<file path="src/rtl/aes_round_scheduler.sv">
// Iterative AES encryption controller: round-robin arbiter for two requesters,
// working state register, round stepper and valid/ready result channel.
module aes_round_scheduler #(
    parameter int NUM_ROUNDS = 10,
    parameter int DATA_W     = 128
) (
    input  logic              HCLK,
    input  logic              rst,
    input  logic [1:0]        req_valid,
    output logic [1:0]        req_ready,
    input  logic [DATA_W-1:0] req_data0,
    input  logic [DATA_W-1:0] req_data1,
    output logic              res_valid,
    input  logic              res_ready,
    output logic              res_id,
    output logic [DATA_W-1:0] res_data,
    output logic              rnd_en,
    output logic [3:0]        rnd_idx,
    output logic [DATA_W-1:0] rnd_in,
    input  logic [DATA_W-1:0] rnd_out,
    output logic              busy
);
    localparam logic [1:0] ST_IDLE = 2'd0;
    localparam logic [1:0] ST_RUN  = 2'd1;
    localparam logic [1:0] ST_DONE = 2'd2;
    localparam logic [3:0] LAST    = 4'(NUM_ROUNDS);

    logic [1:0]        fsm;
    logic              pri;
    logic              owner;
    logic [3:0]        round;
    logic [DATA_W-1:0] state_reg;
    logic [1:0]        grant;
    logic              grant_id;

    // Grant is combinational so the requester sees ready in the same cycle as valid.
    always_comb begin
        grant = 2'b00;
        if (fsm == ST_IDLE && !rst) begin
            case (req_valid)
                2'b01:   grant = 2'b01;
                2'b10:   grant = 2'b10;
                2'b11:   grant = pri ? 2'b10 : 2'b01;
                default: grant = 2'b00;
            endcase
        end
    end

    assign grant_id  = grant[1];
    assign req_ready = grant;

    always_ff @(posedge HCLK) begin
        if (rst) begin
            fsm       <= ST_IDLE;
            pri       <= 1'b0;
            owner     <= 1'b0;
            round     <= 4'd0;
            state_reg <= '0;
        end else begin
            case (fsm)
                ST_IDLE: begin
                    if (|grant) begin
                        state_reg <= grant_id ? req_data1 : req_data0;
                        owner     <= grant_id;
                        round     <= 4'd0;
                        pri       <= ~grant_id;
                        fsm       <= ST_RUN;
                    end
                end
                ST_RUN: begin
                    state_reg <= rnd_out;
                    if (round == LAST) begin
                        fsm <= ST_DONE;
                    end else begin
                        round <= round + 4'd1;
                    end
                end
                ST_DONE: begin
                    if (res_ready) begin
                        fsm <= ST_IDLE;
                    end
                end
                default: fsm <= ST_IDLE;
            endcase
        end
    end

    // Index is forced to 0 outside RUN so the datapath sees a quiet, known value.
    assign rnd_en    = (fsm == ST_RUN);
    assign rnd_idx   = rnd_en ? round : 4'd0;
    assign rnd_in    = state_reg;
    assign res_valid = (fsm == ST_DONE);
    assign res_data  = state_reg;
    assign res_id    = owner;
    assign busy      = (fsm != ST_IDLE);
endmodule

</file>
<file path="config.mk">
export PLATFORM = sky130hd
export DESIGN_NAME = aes_round_scheduler
export DESIGN_NICKNAME = d
export VERILOG_FILES = /design/src/rtl/aes_round_scheduler.sv
export SDC_FILE = /design/constraint.sdc
export NUM_CORES = 1
export LEC_CHECK = 0
export CORE_AREA = 2 2 255 257
export CTS_CLUSTER_DIAMETER = 120
export CTS_CLUSTER_SIZE = 24
export DETAILED_ROUTE_END_ITERATION = 12
export DIE_AREA = 0 0 257 259
export PLACE_DENSITY = 0.39
export SLEW_MARGIN = 10
export SYNTH_ARGS = -nofsm -noshare
export SYNTH_HDL_FRONTEND = slang
export SYNTH_SLANG_ARGS = --single-unit
</file>
<file path="constraint.sdc">
create_clock -name HCLK -period 4.05 [get_ports HCLK]
set_input_delay 0.405 -clock HCLK [delete_from_list [all_inputs] [get_ports HCLK]]
set_output_delay 0.405 -clock HCLK [all_outputs]
set_load 0.03 [all_outputs]
</file>
Yosys cells after proc, flatten, opt, wreduce, memory -nomap -nowiden --
Cells that the tools add are included. Widths: inputs -> output; s select.
Operators by class: bitwise gates (word level) 1, equal/unequal tests 10, add/subtract/negate cells 1, reductions and logical operators 10, mux-type cells 14
Operator list (number):
- $mux 128 | 2
- $pmux 128 s2 | 1
- $mux 4 | 3
- $pmux 2 s3 | 2
- $mux 2 | 5
- $pmux 4 s2 | 1
- $eq 2x2->1 const B | 3
- $ne 2x1->1 const B | 3
- $reduce_and 3->1 | 2
- $add 4x1->4 const B | 1
- $eq 2x1->1 const B | 2
- $eq 4x4->1 const B | 1
- $reduce_and 2->1 | 2
- $reduce_bool 2->1 | 2
- $logic_not 2->1 | 1
- $ne 2x2->1 const B | 1
- $reduce_or 2->1 | 1
- $logic_and 1x1->1 | 1
- $logic_not 1->1 | 1
- $not 1->1 | 1
Storage, ports and cells: bits in registers 136, logic and storage cells 41, output and inout port bits 266, input port bits 389

Logic depth before layout (Yosys ltp) --
Gate-level depths: netlist (run 1).
word-level depth 6, mapped depth 8, gate-level depth less buffers 6

Worst setup path after synthesis (run 1) --
No wires, ideal clock.
kind register to output, from register fsm[0], to output port req_ready[0], buffers on the path 2, arrival 1678 ps, required time 3645 ps, stages on the path, launching flop included 6, setup slack 1967 ps, path through dfxtp_1 buf_6 inv_1 clkbuf_1 nand3_1 a211oi_1
On the way: longest elaborated chain between the ends 3
RTL lines:
- from (decl) | line 28 | logic [1:0] fsm;
- from (signal assigned) | line 54 | fsm <= ST_IDLE;
- from (signal assigned) | line 67 | fsm <= ST_RUN;
- from (signal assigned) | line 73 | fsm <= ST_DONE;
- $logic_not 2->1 | line 39 | if (fsm == ST_IDLE && !rst) begin
- $logic_and 1x1->1 | line 39
- $mux 2 | line 39
- to (decl) | line 10 | output logic [1:0] req_ready,
Every way passes these cells.

Worst setup path after layout (run 1) --
from input port req_valid[1], to output port req_ready[1]
On the way: longest elaborated chain between the ends 3
RTL lines:
- from (decl) | line 9 | input logic [1:0] req_valid,
- $eq 2x2->1 or $eq 2x1->1 (tied branches) | line 40 | case (req_valid)
- $pmux 2 s3 (*) | line 40
- $mux 2 (*) | line 39
Every way passes the cells marked *; elsewhere a longest branch is shown, timed or not.

==> reports/qor.yml, run 1 <==
p_switching_uw: 1880
drc: 0
rsz0062_at_grt: "false"
cts_root_buffer: "clkbuf_16"
p_seq_share_pct: 31.2
critical_path_arrival_ns: 2.61
cts.sinks: 136
clock_latency_ns: 0.47
drive_above_1_share_pct: 3.65
grt_max_degree: 119
hold_viol_final: 0
leakagePower_uw: 0.00486
postSynthCellCount: 1057
grt-ovfl-total: 0
syn-cell-area_mm2: 0.00786
ir_drop_v: 0.000274
portBuffers: 654
first_pass_iters: 4
clk_transition_reported_paths_ns: 0.06
cp-start-kind: "input port"
critical_path_class: "in2out"
clockBufferDepth: 2
die_h_um: 259
cts_setup_buffers: 0
synth-edff-count: 0
ant_nets: 0
grt_pass1_wl_um: 68900
synthArstFlopShare_pct: 0
cts_resized: 0
finalNonFillerCells: 2388
report.final.slew_viol_count: 0
synthFlopType: "dfxtp_1"
gp_congestion: 0.849
fin_nets: 1913
vias: 9679
p_comb_share_pct: 37.3
clkPwrFrac_pct: 31.5
synth_commonest_cells: "nor3_1 (257), dfxtp_1 (136), nand2_1 (132)"
ios: 655
yosys_register_bits: 136
crit_path_end_kind: "output port"
drtIter0Drc: 408
die_x_um: 257
grt_pass1_vias: 9873
hold_path_class: "reg2reg"
ys_seq_area_share_pct: 34.7
netlist.area_leader.share_pct: 34.7
synth_area_leaders: "dfxtp_1 (35%), nor3_1 (16%), buf_4 (12%), o31ai_1 (12%), o21ai_0 (8.2%)"
row_count: 93
vias_per_cell: 4.05
syn-mean-instance-area_um2: 7.43
period_share_pct: 74.4
power_density_mw_per_mm2: 351
synth.net_count: 1448
slew_headroom_pct: 39.2
dieArea_mm2: 0.0666
holdBufCountCts: 0
syn2layout_area_growth_pct: 89.5
synth.most_common_cell: "nor3_1"
antenna_found_initial: 4
track_usage_pct: 13.9
start_util_pct: 12.3
setup_viol: 0
yosys_warnings: 0
swShare_pct: 36.1
synth_top_area_cell: "dfxtp_1"
worst_slew_pin_slew_ns: 0.911
maxCapViolCount: 0
cts_tree: "built"
outcome: "finished clean"
cts_max_level: 4
cts_buffers: 17
placed_cells: 2358
wl_per_cell_um: 19.9
finClkSkew_ns: 0.0126
p_int_uw: 3340
core_area_mm2: 0.0639
routed_wl_um: 47600
worstPathRequired_ns: 3.64
worstPathMaxFanout: 4
antenna_cells: 0
period_minus_slack_ns: 3.01
dpl.hpwl_um: 35000
ys_types: 34
fin_tns_setup_ns: 0
fmax_mhz: 332
-- area by class of cell --
class,count,area [µm²]
Clock buffer,23,478
Clock inverter,7,95.1
Fill cell,6962,49000
Inverter,5,31.3
Multi-Input combinational cell,688,3680
Sequential cell,136,2720
Tap cell,855,1070
Timing Repair Buffer,674,6810
-- layout by cell type (no fill, tap or decap), types with 2 or more instances in the layout --
master           count
inv_4                2
nand2_1            132
clkbuf_1             3
clkbuf_8             3
dfxtp_1            136
bufinv_16            2
o21ai_0            129
o31ai_1            128
clkinvlp_4           4
clkbuf_16           17
clkdlybuf4s50_1    654
nor2_1              11
nor3_1             257
and3_1               3
a211oi_1             2
nand3_1              2
buf_4               11
a21oi_1              4
buf_12               9
or3_1                2
ha_1                 2
inv_1                2
-- critical path, stage by stage --
cell and delay (ns):
clkdlybuf4s50_1 0.51, or3b_4 0.41, or3_4 0.41, inv_4 0.11, clkdlybuf4s50_1 0.75
-- per-stage QoR --
step           hold WS, ns  util [%]  area, µm²  power (µW)  setup slack, ns
5_1_grt              0.490      23.3      14900        5480            0.890
6_report             0.473      23.3      14900        5220             1.04
4_1_cts              0.476      23.3      14900        5350            0.921
2_1_floorplan        0.454         -       7860        2690             1.97
3_3_place_gp         0.460      22.4      14300        3630             1.00
3_5_place_dp         0.467      22.4      14300        3630             1.00
-- logic make-up after synthesis --
group / Yosys count / share of synthesized area [%]
buffers and inverters: 233 / 18.7
AND/OR/NAND/NOR: 416 / 24.7
AO/OA/AOI/OAI: 268 / 21.4
flip-flops: 136 / 34.7
adder cells (fa/ha/maj): 2 / 0.318
multiplexers: 2 / 0.271
-- layer usage --
layer	global-route usage, %	wire [µm]	vias to the layer above
li1	-	-	4584
met1	16.4	19800	4636
met2	24.2	23800	408
met3	3.93	3050	47
met4	4.44	930	4
met5	0	22	-
-- power groups by stage --
stage	logic, µW	registers [µW]	clock network [µW]
global placement	1970	1660	0
CTS	1980	1640	1740
global route	2060	1650	1770
finish	1950	1630	1640
floorplan	823	1860	0
detailed placement	1970	1660	0
-- path summary, 6_finish.rpt --
| path | from | endpoint | slack [ns] | cells past startpoint |
|---|---|---|---|---|
| worst max-delay path | req_valid[1] | req_ready[1] | 1.04 | 5 |
| worst min-delay path | res_data[113]$_SDFFE_PP0P_ | res_data[113]$_SDFFE_PP0P_ | 0.47 | 2 |
| worst max register to register | fsm[0]$_SDFFE_PP0P_ | res_data[41]$_SDFFE_PP0P_ | 1.70 | 6 |
| worst min register to register | res_data[113]$_SDFFE_PP0P_ | res_data[113]$_SDFFE_PP0P_ | 0.47 | 2 |
-- flip-flops by register name, indices dropped and copies added (netlist names) --
register,flops
res_id,1
round,4
res_data,128
pri,1
fsm,2
Note: power is estimated with default switching activity, not from simulation.
==> run 2: changes to the inputs <==
Settings changed: CORE_AREA 2 2 255 257 to 2 2 256 258, DIE_AREA 0 0 257 259 to 0 0 258 260, PLACE_DENSITY 0.39 to 0.4.
Clock period 4.05 ns to 2.7 ns, I/O delays scaled along.
==> run 2 against run 1 <==
Clock power rose by 55%. Die area increased by 0.78%. Cell area increased by 1.0%. Critical path depth unchanged. Critical endpoint unchanged. Highest routed layer unchanged.
==> reports/qor.yml, run 2 (same netlist as run 1, synthesis figures left out) <==
outcome: "finished clean"
critical_path_class: "reg2out"
final_common_cell: "clkdlybuf4s50_1"
path_common_cell: "buf_4"
drtIter0Drc: 483  # +18%
path_delay_family: "simple AND/OR/NAND/NOR gates"
vias: 9568  # -1.1%
use_met3_pct: 3.65  # -0.28 points
cts_setup_buffers: 0  # unchanged
finalNonFillerCells: 2398  # +0.42%
vias_per_cell: 3.99  # -1.6%
cp-start-kind: "flip-flop"
finClkSkew_ns: 0.0250  # +0.0124 ns
p_int_uw: 5070  # +52%
path_cells: "or3b_4, or3_4, inv_4, buf_4, buf_4"
gp_congestion: 0.853  # +0.47%
cts_buffers: 17  # unchanged
crit_path_end_kind: "output port"
core_area_mm2: 0.0641  # +0.36%
row_count: 93  # unchanged
largest_reg_flops: 128  # unchanged
cts_root_buffer: "clkbuf_16"
p_total_uw: 7930  # +52%
power_density_mw_per_mm2: 528  # +50%
syn2layout_area_growth_pct: 91.4
antenna_found_initial: 3  # -1
worstPathRequired_ns: 2.43  # -1.21 ns
hold_depth: 3  # +1
period_minus_slack_ns: 2.45
clockBufferDepth: 2  # unchanged
fin_nets: 1920  # +0.37%
first_pass_iters: 4  # unchanged
ant_nets: 0  # unchanged
die_h_um: 260  # +0.39%
slew_headroom_pct: 46.7  # +7.5 points
portBuffers: 654  # unchanged
layout_common_cells: "clkdlybuf4s50_1 (652), nor3_1 (257), dfxtp_1 (136), nand2_1 (132), o21ai_0 (129)"
maxCapViolCount: 0  # unchanged
routed_wl_um: 46100  # -3.1%
ios: 655  # unchanged
dpl.hpwl_um: 34500  # -1.4%
clock_latency_ns: 0.49  # +0.02 ns
rrSetupSlack_ns: 0.50  # -1.20 ns
fin_tns_setup_ns: 0  # unchanged
r2r-start: "fsm[1]$_SDFFE_PP0P_"
leakagePower_uw: 0.00495  # +1.8%
cp_slowest_cell: "or3b_4"
p_comb_share_pct: 37.1  # -0.2 points
r2r_end: "res_data[1]$_SDFFE_PP0P_"
swShare_pct: 36.1  # +0.059 points
cts.sinks: 136  # unchanged
use_met1_pct: 15.2  # -1.2 points
critPathMaxStageDelay_ns: 0.43  # -0.32 ns
track_usage_pct: 13.2  # -0.72 points
placed_cells: 2365  # +0.30%
cts_resized: 0  # unchanged
fmax_mhz: 408
dieArea_mm2: 0.0671  # +0.78%
grt_pass1_vias: 9606  # -2.7%
hold_end: "res_data[3]$_SDFFE_PP0P_"
drive_above_1_share_pct: 4.47  # +0.82 points
p_seq_share_pct: 30.8  # -0.4 points
hold_viol_final: 0  # unchanged
report.final.slew_viol_count: 0  # unchanged
setup_viol: 0  # unchanged
worst_slew_pin_slew_ns: 0.800  # -0.111 ns
hold_path_class: "in2reg"
grt_max_degree: 129  # +8.4%
cts_tree: "built"
ir_drop_v: 0.000386  # +41%
clkPwrFrac_pct: 32.1  # +0.6 points
r2r_cells: 5  # -1
crit_buf_inv: 3  # unchanged
grt.busiest_layer: "met2"
worstPathMaxFanout: 9  # +5
start_util_pct: 12.3  # -0.045 points
period_share_pct: 90.8
fin_ws_ns: 0.248  # -0.788 ns
holdBufCountCts: 0  # unchanged
rsz0062_at_grt: "false"
wl_per_cell_um: 19.2  # -3.5%
p_switching_uw: 2870  # +52%
met2_usage_pct: 23.6  # -0.61 points
grt-ovfl-total: 0  # unchanged
clk_transition_reported_paths_ns: 0.07  # about the same
cts_max_level: 4  # unchanged
pre_cts_ws_ns: 0.202  # -0.799 ns
grt_pass1_wl_um: 65600  # -4.8%
die_x_um: 258  # +0.39%
critical_path_arrival_ns: 2.18  # -0.43 ns
drc: 0  # unchanged
hp-start: "rnd_out[3]"
fin_util_pct: 23.5  # +0.16 points
-- run 2: cell types whose count changed in the layout (fill, tap and decap cells not counted), sizes merged --
cell           delta
inv               +3
clkdlybuf4s50     -2
clkinv            +5
diode             +1
bufinv            +1
clkbuf            -5
clkinvlp          -2
buf               +9
-- run 2: worst max path at each step --
stage                             start  slack [ns]  cells past startpoint                   endpoint
floorplan           fsm[0]$_SDFFE_PP0P_        0.75                      5               req_ready[0]
CTS                 fsm[0]$_SDFFE_PP0P_        0.15                      4                     rnd_en
global placement           req_valid[1]        0.21                      6  res_data[84]$_SDFFE_PP0P_
detailed placement         req_valid[1]        0.20                      8  res_data[19]$_SDFFE_PP0P_
finish              fsm[1]$_SDFFE_PP0P_        0.25                      5               req_ready[1]
global route        fsm[0]$_SDFFE_PP0P_        0.10                      4                     rnd_en
-- run 2: through the flow --
step	area, µm²	hold WS (ns)
2_1_floorplan	7860	0.448
3_3_place_gp	14400	0.459
3_5_place_dp	14400	0.467
4_1_cts	15000	0.369
5_1_grt	15000	0.407
6_report	15000	0.426
-- run 2: routing by layer --
layer / wire length (µm) / share of wire [%]
met3: 2920 / 6.3
met4: 719 / 1.6
met1: 18800 / 41
met2: 23600 / 51
met5: 13 / 0.028
-- run 2: cell type report --
cell class                 instances  area (µm²)
antenna                            1        2.50
clock buffer                      18         429
clock inverter                    14         173
fill                            7014       49100
inverter                           5        31.3
multi-input combinational        688        3680
sequential                       136        2720
tap                              855        1070
timing repair buffer             681        6930
-- run 2: power by group through the flow --
stage	clock [µW]	combinational, µW	sequential, µW
floorplan	0	1230	2800
detailed placement	0	2970	2490
finish	2540	2950	2440
CTS	2700	2980	2450
global route	2730	3110	2470
global placement	0	2970	2490
-- run 2: worst reg2reg max path, stage by stage, from the launching register on --
cell	delay, ns
dfxtp_1	0.38
or3b_4	0.43
or3_4	0.41
buf_12	0.26
nor3_1	0.53
o31ai_1	0.11
